==> src/rtl/load_store_unit.sv <==
// Byte-serial load/store controller: turns one 32-bit request into little-endian
// byte beats on a single-port, 1-cycle-latency data memory.
module load_store_unit #(
  parameter int ADDRESS_WIDTH = 8
) (
  input  logic                     clk_i,
  input  logic                     rst_i,
  input  logic                     req_valid_i,
  output logic                     req_ready_o,
  input  logic                     req_we_i,
  input  logic [1:0]               req_size_i,
  input  logic                     req_unsigned_i,
  input  logic [ADDRESS_WIDTH-1:0] req_addr_i,
  input  logic [31:0]              req_wdata_i,
  output logic                     rsp_valid_o,
  output logic [31:0]              rsp_rdata_o,
  output logic                     mem_wr_en_o,
  output logic [ADDRESS_WIDTH-1:0] mem_addr_o,
  output logic [7:0]               mem_data_o,
  input  logic [7:0]               mem_data_i
);

  // state | meaning
  // IDLE  | ready for a request
  // ISSUE | one memory beat per cycle, base+k
  // DRAIN | load only: wait for the final read byte
  // RESP  | one-cycle completion pulse
  typedef enum logic [1:0] {IDLE, ISSUE, DRAIN, RESP} state_t;

  localparam logic [ADDRESS_WIDTH-1:0] ADDR_ONE = {{(ADDRESS_WIDTH-1){1'b0}}, 1'b1};

  state_t                   state_q, state_d;
  logic [1:0]               beat_q;
  logic [1:0]               last_q;
  logic [1:0]               size_q;
  logic                     we_q;
  logic                     uns_q;
  logic [23:0]              wdata_q;
  logic [23:0]              ld_buf_q;
  logic [ADDRESS_WIDTH-1:0] mem_addr_q;
  logic [7:0]               mem_data_q;
  logic [31:0]              rdata_q;

  logic                     accept;
  logic                     beat_last;
  logic [31:0]              ld_full;
  logic [31:0]              ld_result;

  assign beat_last   = (beat_q == last_q);
  assign mem_addr_o  = mem_addr_q;
  assign mem_data_o  = mem_data_q;
  assign rsp_rdata_o = rdata_q;

  always_ff @(posedge clk_i or posedge rst_i) begin
    if (rst_i) state_q <= IDLE;
    else       state_q <= state_d;
  end

  always_comb begin
    state_d     = state_q;
    req_ready_o = 1'b0;
    rsp_valid_o = 1'b0;
    mem_wr_en_o = 1'b0;
    accept      = 1'b0;
    case (state_q)
      IDLE: begin
        req_ready_o = 1'b1;
        if (req_valid_i) begin
          accept  = 1'b1;
          state_d = ISSUE;
        end
      end
      ISSUE: begin
        mem_wr_en_o = we_q;
        if (beat_last) state_d = we_q ? RESP : DRAIN;
      end
      DRAIN: state_d = RESP;
      RESP: begin
        rsp_valid_o = 1'b1;
        state_d     = IDLE;
      end
      default: state_d = IDLE;
    endcase
  end

  // The last byte arrives on mem_data_i during DRAIN and is merged combinationally.
  always_comb begin
    ld_full = {8'h00, ld_buf_q};
    ld_full[{last_q, 3'b000} +: 8] = mem_data_i;
    case (size_q)
      2'b00:   ld_result = uns_q ? {24'h0, ld_full[7:0]}  : {{24{ld_full[7]}},  ld_full[7:0]};
      2'b01:   ld_result = uns_q ? {16'h0, ld_full[15:0]} : {{16{ld_full[15]}}, ld_full[15:0]};
      default: ld_result = ld_full;
    endcase
  end

  always_ff @(posedge clk_i or posedge rst_i) begin
    if (rst_i) begin
      beat_q     <= 2'd0;
      last_q     <= 2'd0;
      size_q     <= 2'd0;
      we_q       <= 1'b0;
      uns_q      <= 1'b0;
      wdata_q    <= 24'h0;
      ld_buf_q   <= 24'h0;
      mem_addr_q <= '0;
      mem_data_q <= 8'h00;
      rdata_q    <= 32'h0;
    end else begin
      case (state_q)
        IDLE: begin
          if (accept) begin
            beat_q     <= 2'd0;
            size_q     <= req_size_i;
            we_q       <= req_we_i;
            uns_q      <= req_unsigned_i;
            wdata_q    <= req_wdata_i[31:8];
            mem_addr_q <= req_addr_i;
            if (req_we_i) mem_data_q <= req_wdata_i[7:0];
            case (req_size_i)
              2'b00:   last_q <= 2'd0;
              2'b01:   last_q <= 2'd1;
              default: last_q <= 2'd3;
            endcase
          end
        end
        ISSUE: begin
          // Read data for beat k-1 is on mem_data_i while beat k is issued.
          if (!we_q) begin
            case (beat_q)
              2'd1:    ld_buf_q[7:0]   <= mem_data_i;
              2'd2:    ld_buf_q[15:8]  <= mem_data_i;
              2'd3:    ld_buf_q[23:16] <= mem_data_i;
              default: ;
            endcase
          end
          if (!beat_last) begin
            beat_q     <= beat_q + 2'd1;
            mem_addr_q <= mem_addr_q + ADDR_ONE;
            if (we_q) begin
              mem_data_q <= wdata_q[7:0];
              wdata_q    <= {8'h00, wdata_q[23:8]};
            end
          end else if (we_q) begin
            rdata_q <= 32'h0;
          end
        end
        DRAIN: rdata_q <= ld_result;
        default: ;
      endcase
    end
  end

endmodule

==> config.mk <==
export PLATFORM = sky130hd
export DESIGN_NAME = load_store_unit
export DESIGN_NICKNAME = d
export VERILOG_FILES = /design/src/rtl/load_store_unit.sv
export SDC_FILE = /design/constraint.sdc
export NUM_CORES = 1
export LEC_CHECK = 0
export BUFFER_PORTS_ARGS = -buffer_cell sky130_fd_sc_hd__buf_2
export CORE_MARGIN = 4
export CORE_UTILIZATION = 60
export DETAILED_ROUTE_END_ITERATION = 8
export GPL_TIMING_DRIVEN = 0
export HOLD_SLACK_MARGIN = 0.06
export PLACE_DENSITY = 0.86
export RECOVER_POWER = 25
export SETUP_SLACK_MARGIN = 0.15
export SLEW_MARGIN = 10
export SYNTH_ARGS = -nofsm -noshare
export SYNTH_HDL_FRONTEND = slang
export SYNTH_SLANG_ARGS = --single-unit
==> constraint.sdc <==
create_clock -name clk_i -period 6.2 [get_ports clk_i]
set_input_delay 0.31 -clock clk_i [delete_from_list [all_inputs] [get_ports clk_i]]
set_output_delay 0.31 -clock clk_i [all_outputs]
set_load 0.03 [all_outputs]
==> impl_metrics.tcl <==
set metrics [dict create \
    synth-main-ff-cell "dfrtp_1" \
    yosysMostFrequentCell "dfrtp_1" \
    die-area_sq_um 10400 \
    portBuffers 104 \
    holdWs_ps 149 \
    grt_max_degree 65 \
    finalSetupTns_ps 0 \
    cts_sinks 106 \
    antenna_found_initial 1 \
    cts-resized-gates 0 \
    synth_top_cell_by_area "dfrtp_1" \
    synthTopCellsByArea "dfrtp_1 (50%), mux2_2 (14%), nand2_1 (4.4%), ha_1 (3.1%), a22o_1 (2.8%)" \
    wl_per_cell_um 17.6 \
    vias 4121 \
    syn_avg_cell_area_sq_um 11.2 \
    p_clk_share_pct 12.9 \
    setup_violations 0 \
    cts_htree_levels 3 \
    dp_hpwl_mm 9.02 \
    synth.top_cells.by_count "dfrtp_1 (106), mux2_2 (68), nand2_1 (62), inv_1 (29), o21ai_0 (27)" \
    total_power_mw 3.59 \
    synthDistinctLibCells 56 \
    final_area_sq_um 6200 \
    layout_min_cycle_time_ps 2700 \
    maxSlewHeadroom_pct -30.1 \
    syn_to_final_growth_pct 16.8 \
    cp-end-kind "register" \
    dpl_cell_area_sq_um 6000 \
    power_frac_seq_pct 34.6 \
    routabilityCongestion 0.859 \
    fin_crit_sh_pct 43.6 \
    hold_viol 0 \
    pwr-share-comb_pct 52.5 \
    detailedPlace.worstSlack_ps 3610 \
    slew_viol_final 43 \
    ys_seq_area_share_pct 50.0 \
    synth_edf_count 0 \
    worstPathRequired_ps 6460 \
    yosysWarnings 0 \
    ir_drop_mv 0.286 \
    ios 106 \
    critPathMaxFanout 8 \
    die_x_um 102 \
    tightest_slew_ps 1940 \
    first_iter_violations 171 \
    drv_cap 1 \
    hp-class "primary input to register" \
    synth_nets 542 \
    worstHoldEndpoint "wdata_q[17]" \
    leakage_nw 2.90 \
    routed_wl_mm 12.4 \
    die_y_um 102 \
    core_area_sq_um 8680 \
    hold_depth 2 \
    netlist_area_sq_um 5310 \
    place_inst 687 \
    start_kind "register" \
    grt-ovfl-total 0 \
    insertion_delay_ps 370 \
    status "complete, but fails checks" \
    grt_pass1_wl_mm 20.1 \
    viasPerCell 5.85 \
    drc 0 \
    numCtsBuffers 9 \
    violations "max-capacitance violations, max-slew violations" \
    r2r-end "rsp_rdata_o[31]" \
    yosysTopAreaCellShare_pct 50.0 \
    grt_use_total_pct 24.5 \
    arrival_ps 2960 \
    cts_root_buffer "clkbuf_8" \
    drive_above_1_share_pct 31.0 \
    r2r_start "last_q[0]" \
    fin_ws_ps 3500 \
    powerDensity_nw_per_um2 579 \
    final_cells 704 \
    timing.fmax_ghz 0.370 \
    drtAntennaViolNets 0 \
    clk_path_buf_depth 2 \
    r2r_cells 6 \
    min_from "req_wdata_i[25]" \
    synth-seq-cells 106 \
    clk_pin_slew_ps 100 \
    fin_nets 659 \
    tritoncts "done" \
    synthesis.instances 474 \
    ff2ff_setup_slack_ps 3500 \
    post_cts_buffers 0 \
    intPower_mw 1.97 \
    rsz0062_at_grt "no" \
    critPathKind "register to register" \
    p_switching_mw 1.62 \
    final_util_pct 71.5 \
    grt_pass1_vias 4188 \
    async_flop_share_pct 100 \
    drt-pass1-iter-count 5 \
    initial_core_util_pct 61.2 \
    switching_share_pct 45.2 \
    num_rows 34 \
    antennaDiodeCount 0 \
    finClkSkew_ps 10.1 \
]
-- critical path: stages, from the launching register on --
cell	delay [ps]
dfrtp_1	400
buf_6	150
inv_1	100
ha_1	370
nor4b_1	950
a21boi_0	260
o31ai_1	350
-- kinds of logic after synthesis --
| family | share of synthesized area, % |
|---|---|
| AO/OA/AOI/OAI | 16.7 |
| buffers and inverters | 4.10 |
| AND/OR/NAND/NOR | 8.69 |
| XOR/XNOR | 0.801 |
| flip-flops | 50.0 |
| multiplexers | 16.7 |
| adder cells (fa/ha/maj) | 3.06 |
-- state kept, by name (all words and copies together), names as in the netlist --
signal	flops
state_q	2
wdata_q	24
beat_q	2
we_q	1
ld_buf_q	24
last_q	2
uns_q	1
mem_data_o	8
mem_addr_o	8
rsp_rdata_o	32
size_q	2
-- routing by layer --
layer  part of all wire (%)  vias to the layer above  track usage [%]
li1                       -                     1949                -
met1                     41                     2001             31.7
met2                     50                      149             40.9
met3                    7.3                       20             5.39
met4                    1.3                        2             8.58
met5                  0.040                        -                0
-- power groups by stage --
| stage | sequential [mW] | clock (mW) | combinational [mW] |
|---|---|---|---|
| 6_report | 1.24 | 0.463 | 1.88 |
| 5_1_grt | 1.28 | 0.495 | 2.07 |
| 4_1_cts | 1.24 | 0.469 | 1.91 |
| 3_5_place_dp | 1.25 | 0 | 1.89 |
| 3_3_place_gp | 1.23 | 0 | 1.81 |
| 2_1_floorplan | 1.48 | 0 | 1.16 |
-- worst max path at each step --
| stage | startpoint | to | slack, ps | depth (start not counted) |
|---|---|---|---|---|
| after global routing | last_q[0] | rsp_rdata_o[31] | 3290 | 6 |
| after CTS | last_q[0] | rsp_rdata_o[31] | 3570 | 6 |
| after detailed placement | last_q[0] | rsp_rdata_o[29] | 3610 | 6 |
| after global placement | rst_i | rsp_rdata_o[2] | 2020 | 2 |
| after floorplan | rst_i | beat_q[0] | 3100 | 1 |
| final | last_q[0] | rsp_rdata_o[31] | 3500 | 6 |
-- layout by cell type, fill, tap and decap left out, types with 4 or more instances in the layout --
cell type	count
buf_2	87
o221ai_1	9
nand2_1	62
o21ai_0	27
ha_1	13
dfrtp_1	106
mux2i_1	12
a221oi_1	7
inv_1	28
a21oi_1	8
a31oi_1	6
nor2_1	11
nand2b_1	4
mux2_2	68
clkbuf_8	9
nor2b_1	4
o31ai_1	8
a21boi_0	10
a22o_1	17
nand3_1	4
clkbuf_1	36
-- layout make-up --
class	instances	area (sq um)
multi-input combinational	315	2440
buffer	24	109
clock inverter	7	96.3
sequential	106	2650
tap	108	135
timing repair buffer	106	529
inverter	29	110
clock buffer	9	124
fill	637	2480
-- what timing repair did --
item                                    4_1_cts  5_1_grt
hold buffers                                  1        0
hold endpoints to repair                     42        0
endpoints found under the setup margin        0        0
Note: power is estimated with default switching activity, not from simulation.
